===== config.mk =====
export PLATFORM = sky130hd
export DESIGN_NAME = motor_ramp_ctrl
export DESIGN_NICKNAME = d
export VERILOG_FILES = /design/src/rtl/motor_ramp_ctrl.sv
export SDC_FILE = /design/constraint.sdc
export NUM_CORES = 1
export LEC_CHECK = 0
export ABC_AREA = 0
export BUFFER_PORTS_ARGS = -buffer_cell sky130_fd_sc_hd__buf_2
export CAP_MARGIN = 5
export CORE_MARGIN = 5
export CORE_UTILIZATION = 45
export CTS_CLUSTER_DIAMETER = 150
export DETAILED_ROUTE_END_ITERATION = 8
export GPL_TIMING_DRIVEN = 0
export HOLD_SLACK_MARGIN = 0.15
export PLACE_DENSITY_LB_ADDON = 0.05
export SLEW_MARGIN = 20
export SYNTH_ARGS = -nofsm -noshare
export SYNTH_HDL_FRONTEND = slang
export SYNTH_SLANG_ARGS = --single-unit

===== constraint.sdc =====
create_clock -name clk -period 4.55 [get_ports clk]
set_clock_uncertainty 0.05 [all_clocks]
set_input_delay 0.6825 -clock clk [delete_from_list [all_inputs] [get_ports clk]]
set_output_delay 0.6825 -clock clk [all_outputs]
set_load 0.01 [all_outputs]

===== src/rtl/motor_ramp_ctrl.sv =====
// Speed-command front end for one motor channel: ramps the applied speed toward a signed
// command, parks in a PWM-off dead time across direction reversals, and feeds a PWM generator.
module motor_ramp_ctrl #(
  parameter int unsigned PERIOD      = 1000,
  parameter int unsigned STEP        = 10,
  parameter int unsigned RAMP_DIV    = 4,
  parameter int unsigned DEAD_CYCLES = 8
) (
  input  logic        clk,
  input  logic        rst_n,
  input  logic        cmd_valid,
  input  logic        cmd_dir,
  input  logic [7:0]  cmd_speed,
  input  logic        estop,
  output logic        pwm_en,
  output logic [31:0] period,
  output logic [31:0] duty_cycle,
  output logic        dir,
  output logic [7:0]  speed,
  output logic        at_target
);

  localparam int unsigned PW = (RAMP_DIV > 1) ? $clog2(RAMP_DIV) : 1;
  localparam int unsigned DW = (DEAD_CYCLES > 1) ? $clog2(DEAD_CYCLES) : 1;
  localparam logic [PW-1:0] PRE_LAST  = PW'(RAMP_DIV - 1);
  localparam logic [DW-1:0] DEAD_LAST = DW'(DEAD_CYCLES - 1);
  localparam logic [8:0]    STEP_W    = 9'(STEP);

  typedef enum logic [1:0] {
    IDLE = 2'd0,
    RUN  = 2'd1,
    DEAD = 2'd2
  } state_t;

  state_t          state;
  logic            tgt_dir;
  logic [7:0]      tgt_mag;
  logic [PW-1:0]   presc;
  logic [DW-1:0]   dead_cnt;

  logic [7:0]      goal_c;
  logic [8:0]      diff_c;
  logic [7:0]      stepped_c;
  logic [31:0]     duty_c;

  // Goal is zero while a reversal is pending; one ramp step never overshoots the goal.
  always_comb begin
    goal_c    = (tgt_dir == dir) ? tgt_mag : 8'd0;
    diff_c    = (goal_c >= speed) ? (9'(goal_c) - 9'(speed)) : (9'(speed) - 9'(goal_c));
    stepped_c = goal_c;
    if (diff_c > STEP_W) begin
      if (goal_c > speed) stepped_c = 8'(9'(speed) + STEP_W);
      else                stepped_c = 8'(9'(speed) - STEP_W);
    end
    duty_c    = 32'((40'(speed) * 40'(PERIOD)) >> 8);
  end

  // Command targets; estop clears the magnitude and masks commands.
  always_ff @(posedge clk or negedge rst_n) begin
    if (!rst_n) begin
      tgt_dir <= 1'b0;
      tgt_mag <= 8'd0;
    end else if (estop) begin
      tgt_mag <= 8'd0;
    end else if (cmd_valid) begin
      tgt_dir <= cmd_dir;
      tgt_mag <= cmd_speed;
    end
  end

  // Ramp / dead-time state machine with registered pwm_en, speed and dir.
  always_ff @(posedge clk or negedge rst_n) begin
    if (!rst_n) begin
      state    <= IDLE;
      pwm_en   <= 1'b0;
      speed    <= 8'd0;
      dir      <= 1'b0;
      presc    <= '0;
      dead_cnt <= '0;
    end else if (estop) begin
      state    <= IDLE;
      pwm_en   <= 1'b0;
      speed    <= 8'd0;
      presc    <= '0;
      dead_cnt <= '0;
    end else begin
      case (state)
        IDLE: begin
          presc    <= '0;
          dead_cnt <= '0;
          if (tgt_mag != 8'd0) begin
            if (tgt_dir == dir) begin
              state  <= RUN;
              pwm_en <= 1'b1;
            end else begin
              state  <= DEAD;
            end
          end
        end
        RUN: begin
          if ((speed == 8'd0) && (goal_c == 8'd0)) begin
            state  <= IDLE;
            pwm_en <= 1'b0;
            presc  <= '0;
          end else if (presc == PRE_LAST) begin
            presc  <= '0;
            speed  <= stepped_c;
          end else begin
            presc  <= presc + PW'(1);
          end
        end
        DEAD: begin
          if (dead_cnt == DEAD_LAST) begin
            dead_cnt <= '0;
            dir      <= tgt_dir;
            if (tgt_mag != 8'd0) begin
              state  <= RUN;
              pwm_en <= 1'b1;
            end else begin
              state  <= IDLE;
            end
          end else begin
            dead_cnt <= dead_cnt + DW'(1);
          end
        end
        default: begin
          state  <= IDLE;
          pwm_en <= 1'b0;
        end
      endcase
    end
  end

  // Duty follows speed one cycle later, but estop zeroes it on the same edge as speed.
  always_ff @(posedge clk or negedge rst_n) begin
    if (!rst_n)     duty_cycle <= 32'd0;
    else if (estop) duty_cycle <= 32'd0;
    else            duty_cycle <= duty_c;
  end

  assign period    = 32'(PERIOD);
  assign at_target = ((state == RUN) && (dir == tgt_dir) && (speed == tgt_mag)) ||
                     ((state == IDLE) && (tgt_mag == 8'd0));

endmodule


== Yosys cells after proc, flatten, opt, wreduce, memory -nomap -nowiden ==
Cells that the tools add are included.

* Bits in registers: 58
* Input port bits: 13
* Word-level logic and storage cells: 85

* Add/sub/neg operators: 6
* Multiply operators: 1
* Order comparisons: 3
* Eq/ne operators: 13
* Muxes and demuxes: 32
* Bitwise gates (word level): 1
* Reduce and logical (&&, ||, !) cells: 20

{| class="wikitable"
|+ Operators by type and width
! cell !! number
|-
| 8-bit 2-to-1 mux || 9
|-
| 8-bit logical NOT || 3
|-
| 8-bit by 8-bit subtractor with 9-bit output || 2
|-
| 2-bit 2-to-1 mux || 8
|-
| 8-bit by 7-bit multiplier with 15-bit output, second input constant || 1
|-
| 3-bit != test, second input constant || 5
|-
| 10-bit 2-to-1 mux || 1
|-
| 9-bit by 4-bit > comparator with 1-bit output, second input constant || 1
|-
| 9-bit 2-to-1 mux || 1
|-
| 3-bit AND reduction || 3
|-
| 8-bit by 4-bit adder with 8-bit output, second input constant || 1
|-
| 8-bit == test || 1
|-
| 8-bit greater-or-equal comparator || 1
|-
| 8-bit > comparator || 1
|-
| 8-bit nonzero test || 1
|-
| 8-bit by 4-bit subtractor with 8-bit output, second input constant || 1
|-
| 1-bit 2-to-1 mux || 7
|-
| 3-bit 2-to-1 mux || 2
|-
| 2-bit one-hot mux with 3 select lines || 1
|-
| 3-bit one-hot mux with 2 select lines || 1
|-
| 2-bit nonzero test || 3
|-
| 3-bit nonzero test || 2
|-
| 5-bit AND reduction || 1
|-
| 2-bit == test, second input constant || 2
|-
| other kinds (13) || 17
|}

== Logic depth before layout (Yosys ltp) ==
* Depth in word-level cells: 10
* Depth in mapped cells: 19

== Worst setup path after synthesis ==
OpenSTA, ideal clock, no wires.

* Path kind: register to register
* Start point: reg speed[1]
* End point: reg duty_cycle[9]
* Library setup time: 0.132 ns
* Arrival time: 4.079 ns
* Slack: 0.289 ns
* Cell stages (with the launch flop): 13
* Path buffers: 0
* Cells stage by stage: dfrtp_1 inv_1 fa_1 fa_1 fa_1 fa_1 inv_1 ha_1 a211oi_1 o21ai_0 a41oi_1 xnor2_1 nor2_1

* Cells in the longest elaborated chain, start to end: 2

{| class="wikitable"
|+ RTL lines
! what !! RTL line !! RTL
|-
| start: declaration || 19 || <nowiki>output logic [7:0] speed,</nowiki>
|-
| start signal: assignment || 107 || <nowiki>speed <= stepped_c;</nowiki>
|-
| 8-bit by 7-bit multiplier with 15-bit output || 55 || <nowiki>duty_c = 32'((40'(speed) * 40'(PERIOD)) >> 8);</nowiki>
|-
| 10-bit 2-to-1 mux || 137 || <nowiki>else if (estop) duty_cycle <= 32'd0;</nowiki>
|-
| end signal: assignment || 138 || <nowiki>else duty_cycle <= duty_c;</nowiki>
|-
| end: declaration || 17 || <nowiki>output logic [31:0] duty_cycle,</nowiki>
|}

No other way between the ends.
A chain may end at the register's enable or synchronous reset.

== Final worst setup path ==
* Start point: reg speed[0]
* End point: reg duty_cycle[9]

The elaborated chain is that of the path after synthesis.

==> flow_metrics.py <==
metrics = {
    "logic_synthesis": {
        "netlist_area_um2": 4370,
        "synth_top_family_by_area": "adder cells",
        "synth_seq_cells": 36,
        "synth_flop_cell": "sky130_fd_sc_hd__dfrtp_1",
        "synth-edff-count": 0,
        "synth_xor_area_share_pct": 7.129,
        "ys_warn_count": 0,
        "synthesis.instances": 472,
        "syn-mean-instance-area_um2": 9.259,
        "synth-seq-area-share_pct": 20.61,
        "synth-simple-area-share_pct": 12.80,
        "synth_cell_types": 63,
        "yosysTopAreaCellShare_pct": 20.61,
        "synth_compound_gate_area_share_pct": 13.60,
        "synth_largest_area_cell": "sky130_fd_sc_hd__dfrtp_1",
        "synth.top_cells.by_area": "sky130_fd_sc_hd__dfrtp_1 (21%), sky130_fd_sc_hd__ha_1 (17%), sky130_fd_sc_hd__fa_1 (11%)",
        "portion_of_netlist_area_occupied_by_mux_cells_pct": 3.121,
        "synth_adder_area_share_pct": 28.17,
        "async_flop_share_pct": 100.0,
    },
    "worst_setup_path": {
        "cp-end-kind": "flip-flop",
        "start_kind": "flip-flop",
        "required_time_of_the_critical_path_ps": 4650,
        "setup.worst_path.class": "flip-flop to flip-flop",
        "critical_path_data_arrival_time_ps": 4400,
        "r2r_cells": 14,
        "critical_path.max_fanout": 7,
    },
    "sta": {
        "finalWorstSetupSlack_ps": 248.0,
        "report.final.setup_viol": 0,
        "finalCritPeriodShare_pct": 94.55,
        "setup_total_negative_slack_ps": 0,
        "finalHoldWorstSlack_ps": 430.4,
        "slew_headroom_pct": 47.02,
        "final-hold-violation-count": 0,
        "fin_crit_ps": 4302,
        "fmax_mhz": 232.5,
        "final_max_slew_viol_count": 0,
        "max_slew.worst_pin.slew_ps": 794.8,
    },
    "die": {
        "die_w_um": 108.6,
        "start_util_pct": 45.34,
        "core.rowCount": 36,
        "chipHeight_um": 108.6,
        "core_um2": 9639,
        "fp.dieArea_um2": 11780,
        "io-pin-count": 88,
    },
    "grt": {
        "maximum_number_of_pins_on_one_net_before_global_route_repair": 37,
        "antenna_found_initial": 0,
        "first_global_vias": 3460,
        "globalRoute.totalOverflow": 0,
        "grt_use_total_pct": 17.96,
        "first_pass_grt_wire_length_um": 16930,
    },
    "layout": {
        "final_common_cell": "sky130_fd_sc_hd__buf_4",
        "synthToLayoutAreaGrowth_pct": 16.72,
        "finish.net_count": 670,
        "layout_common_cells": "sky130_fd_sc_hd__buf_4 (66), sky130_fd_sc_hd__ha_1 (59), sky130_fd_sc_hd__conb_1 (54)",
        "antenna-diode-count": 0,
        "drive_gt1_share_pct": 22.86,
    },
    "min_path": {
        "worst_hold_path_type": "input port to asynchronous set/reset pin",
    },
    "clocking": {
        "clock-root-buffer": "sky130_fd_sc_hd__clkbuf_8",
        "clock_tree.htree_level_count": 2,
        "tritoncts": "built",
        "cts.path.max_buffers": 2,
        "cts_buffers": 5,
        "worstSkewPairLatency_ps": 280,
        "clkTransAtPathRegs_ps": 70,
        "clkSinkCount": 36,
    },
    "placement": {
        "globalplace.congestion": 0.8840,
        "pre_cts_slack_ps": -400.1,
        "port-buffer-count": 32,
        "hpwlAfterDp_um": 8303,
    },
    "drt": {
        "drc_errors": 0,
        "post_drt_via_cell_ratio": 4.816,
        "drt-pass1-iter-count": 4,
        "drtAntennaViolNets": 0,
        "routed_wl_um": 10080,
        "via_count": 3400,
        "drt_iter0_markers": 117,
        "drt-wirelength-per-cell_um": 14.27,
    },
    "pwr": {
        "worst_ir_drop_vdd_uv": 125.7,
        "total_power_uw": 926.0,
        "power_per_cell_area_nw_per_um2": 181.5,
        "static-leakage-power_nw": 2.781,
    },
    "outcome": {
        "outcome": "completed",
    },
    "run": {
        "number_of_violations_of_the_max_capacitance_limit": 0,
    },
}
## path summary, 6_finish.rpt
| kind | to | slack (ps) | from |
|---|---|---|---|
| worst max-delay path | duty_cycle[9]$_DFF_PN0_ | 250 | speed[0]$_DFFE_PN0P_ |
| worst min-delay path | dead_cnt[1]$_DFFE_PN0P_ | 430 | rst_n |
| worst max register to register | duty_cycle[9]$_DFF_PN0_ | 250 | speed[0]$_DFFE_PN0P_ |
| worst min register to register | presc[1]$_DFFE_PN0P_ | 470 | presc[1]$_DFFE_PN0P_ |
| max in group asynchronous | speed[5]$_DFFE_PN0P_ | 3470 | rst_n |
| min in group clk | presc[1]$_DFFE_PN0P_ | 470 | presc[1]$_DFFE_PN0P_ |
## synthesized netlist by cell type, drive strengths merged, types with 7 or more instances
master and count:
dfrtp 36, ha 60, inv 47, o21ai 12
xor2 15, nand2 23, nor3 8, nor2 40
clkbuf 7, buf 58, xnor2 18, mux2i 9
a21o 8, a21oi 18, nor2b 8, fa 24
## state kept, by name (all words and copies together) (netlist names)
| register | cells |
|---|---|
| presc | 2 |
| tgt_mag | 8 |
| duty_cycle | 10 |
| tgt_dir | 1 |
| pwm_en | 1 |
| dir | 1 |
| speed | 8 |
| state | 2 |
| dead_cnt | 3 |
## metal layers
layer / routed length (µm) / vias to the layer above / track usage (%)
met5: 0 / - / 0
met2: 5303 / 68 / 32.61
li1: - / 1709 / -
met4: 55 / 0 / 2.885
met3: 406 / 8 / 2.687
met1: 4310 / 1615 / 22.86
## logic make-up (layout without fill, tap and decap cells)
group	count (synthesis)	count (layout)
xor gates and xnor gates	33	33
muxes	12	12
other	2	54
AOI/OAI and AO/OA	83	83
adders and majority gates	84	84
buffers and inverters	112	161
DFF	36	36
and+or+nand+nor	110	110
## power breakdown
part	internal (mW)	switching (mW)
clock	0.135	0.109
sequential	0.332	0.0155
combinational	0.142	0.194
total	0.608	0.318
## worst max-delay path, stage by stage (launching register included)
cell and delay (ps):
sky130_fd_sc_hd__dfrtp_2 480, sky130_fd_sc_hd__fa_1 600, sky130_fd_sc_hd__inv_1 70, sky130_fd_sc_hd__fa_1 530, sky130_fd_sc_hd__fa_1 450, sky130_fd_sc_hd__fa_1 520
sky130_fd_sc_hd__inv_1 40, sky130_fd_sc_hd__ha_1 270, sky130_fd_sc_hd__inv_1 90, sky130_fd_sc_hd__o21bai_2 110, sky130_fd_sc_hd__a211oi_2 300, sky130_fd_sc_hd__o21ai_1 170
sky130_fd_sc_hd__a41oi_1 280, sky130_fd_sc_hd__xnor2_1 150, sky130_fd_sc_hd__nor2_1 60
## what timing repair did
item / 4_1_cts / 5_1_grt
hold buffers: 0 / 0
gates resized for setup: 7 / 10
setup buffers: 2 / 8
pin swaps: 0 / 1
setup endpoints to repair: 6 / 5
cloned: 0 / 0
## through the flow
stage	util [%]	cell area [µm²]	std cells
after floorplan	-	4566	524
after global placement	50.75	4892	689
after detailed placement	50.75	4892	689
after CTS	52.02	5015	698
after global routing	52.92	5101	706
final	52.92	5101	706
## cell type report
cell class	count	area (µm²)
Fill cell	963	4538
Clock buffer	7	96.34
Sequential cell	36	907.1
Timing Repair Buffer	42	235.2
Inverter	47	180.2
Tap cell	133	166.4
Buffer	65	456.7
Multi-Input combinational cell	376	3059
(Power assumes the default switching activity.)
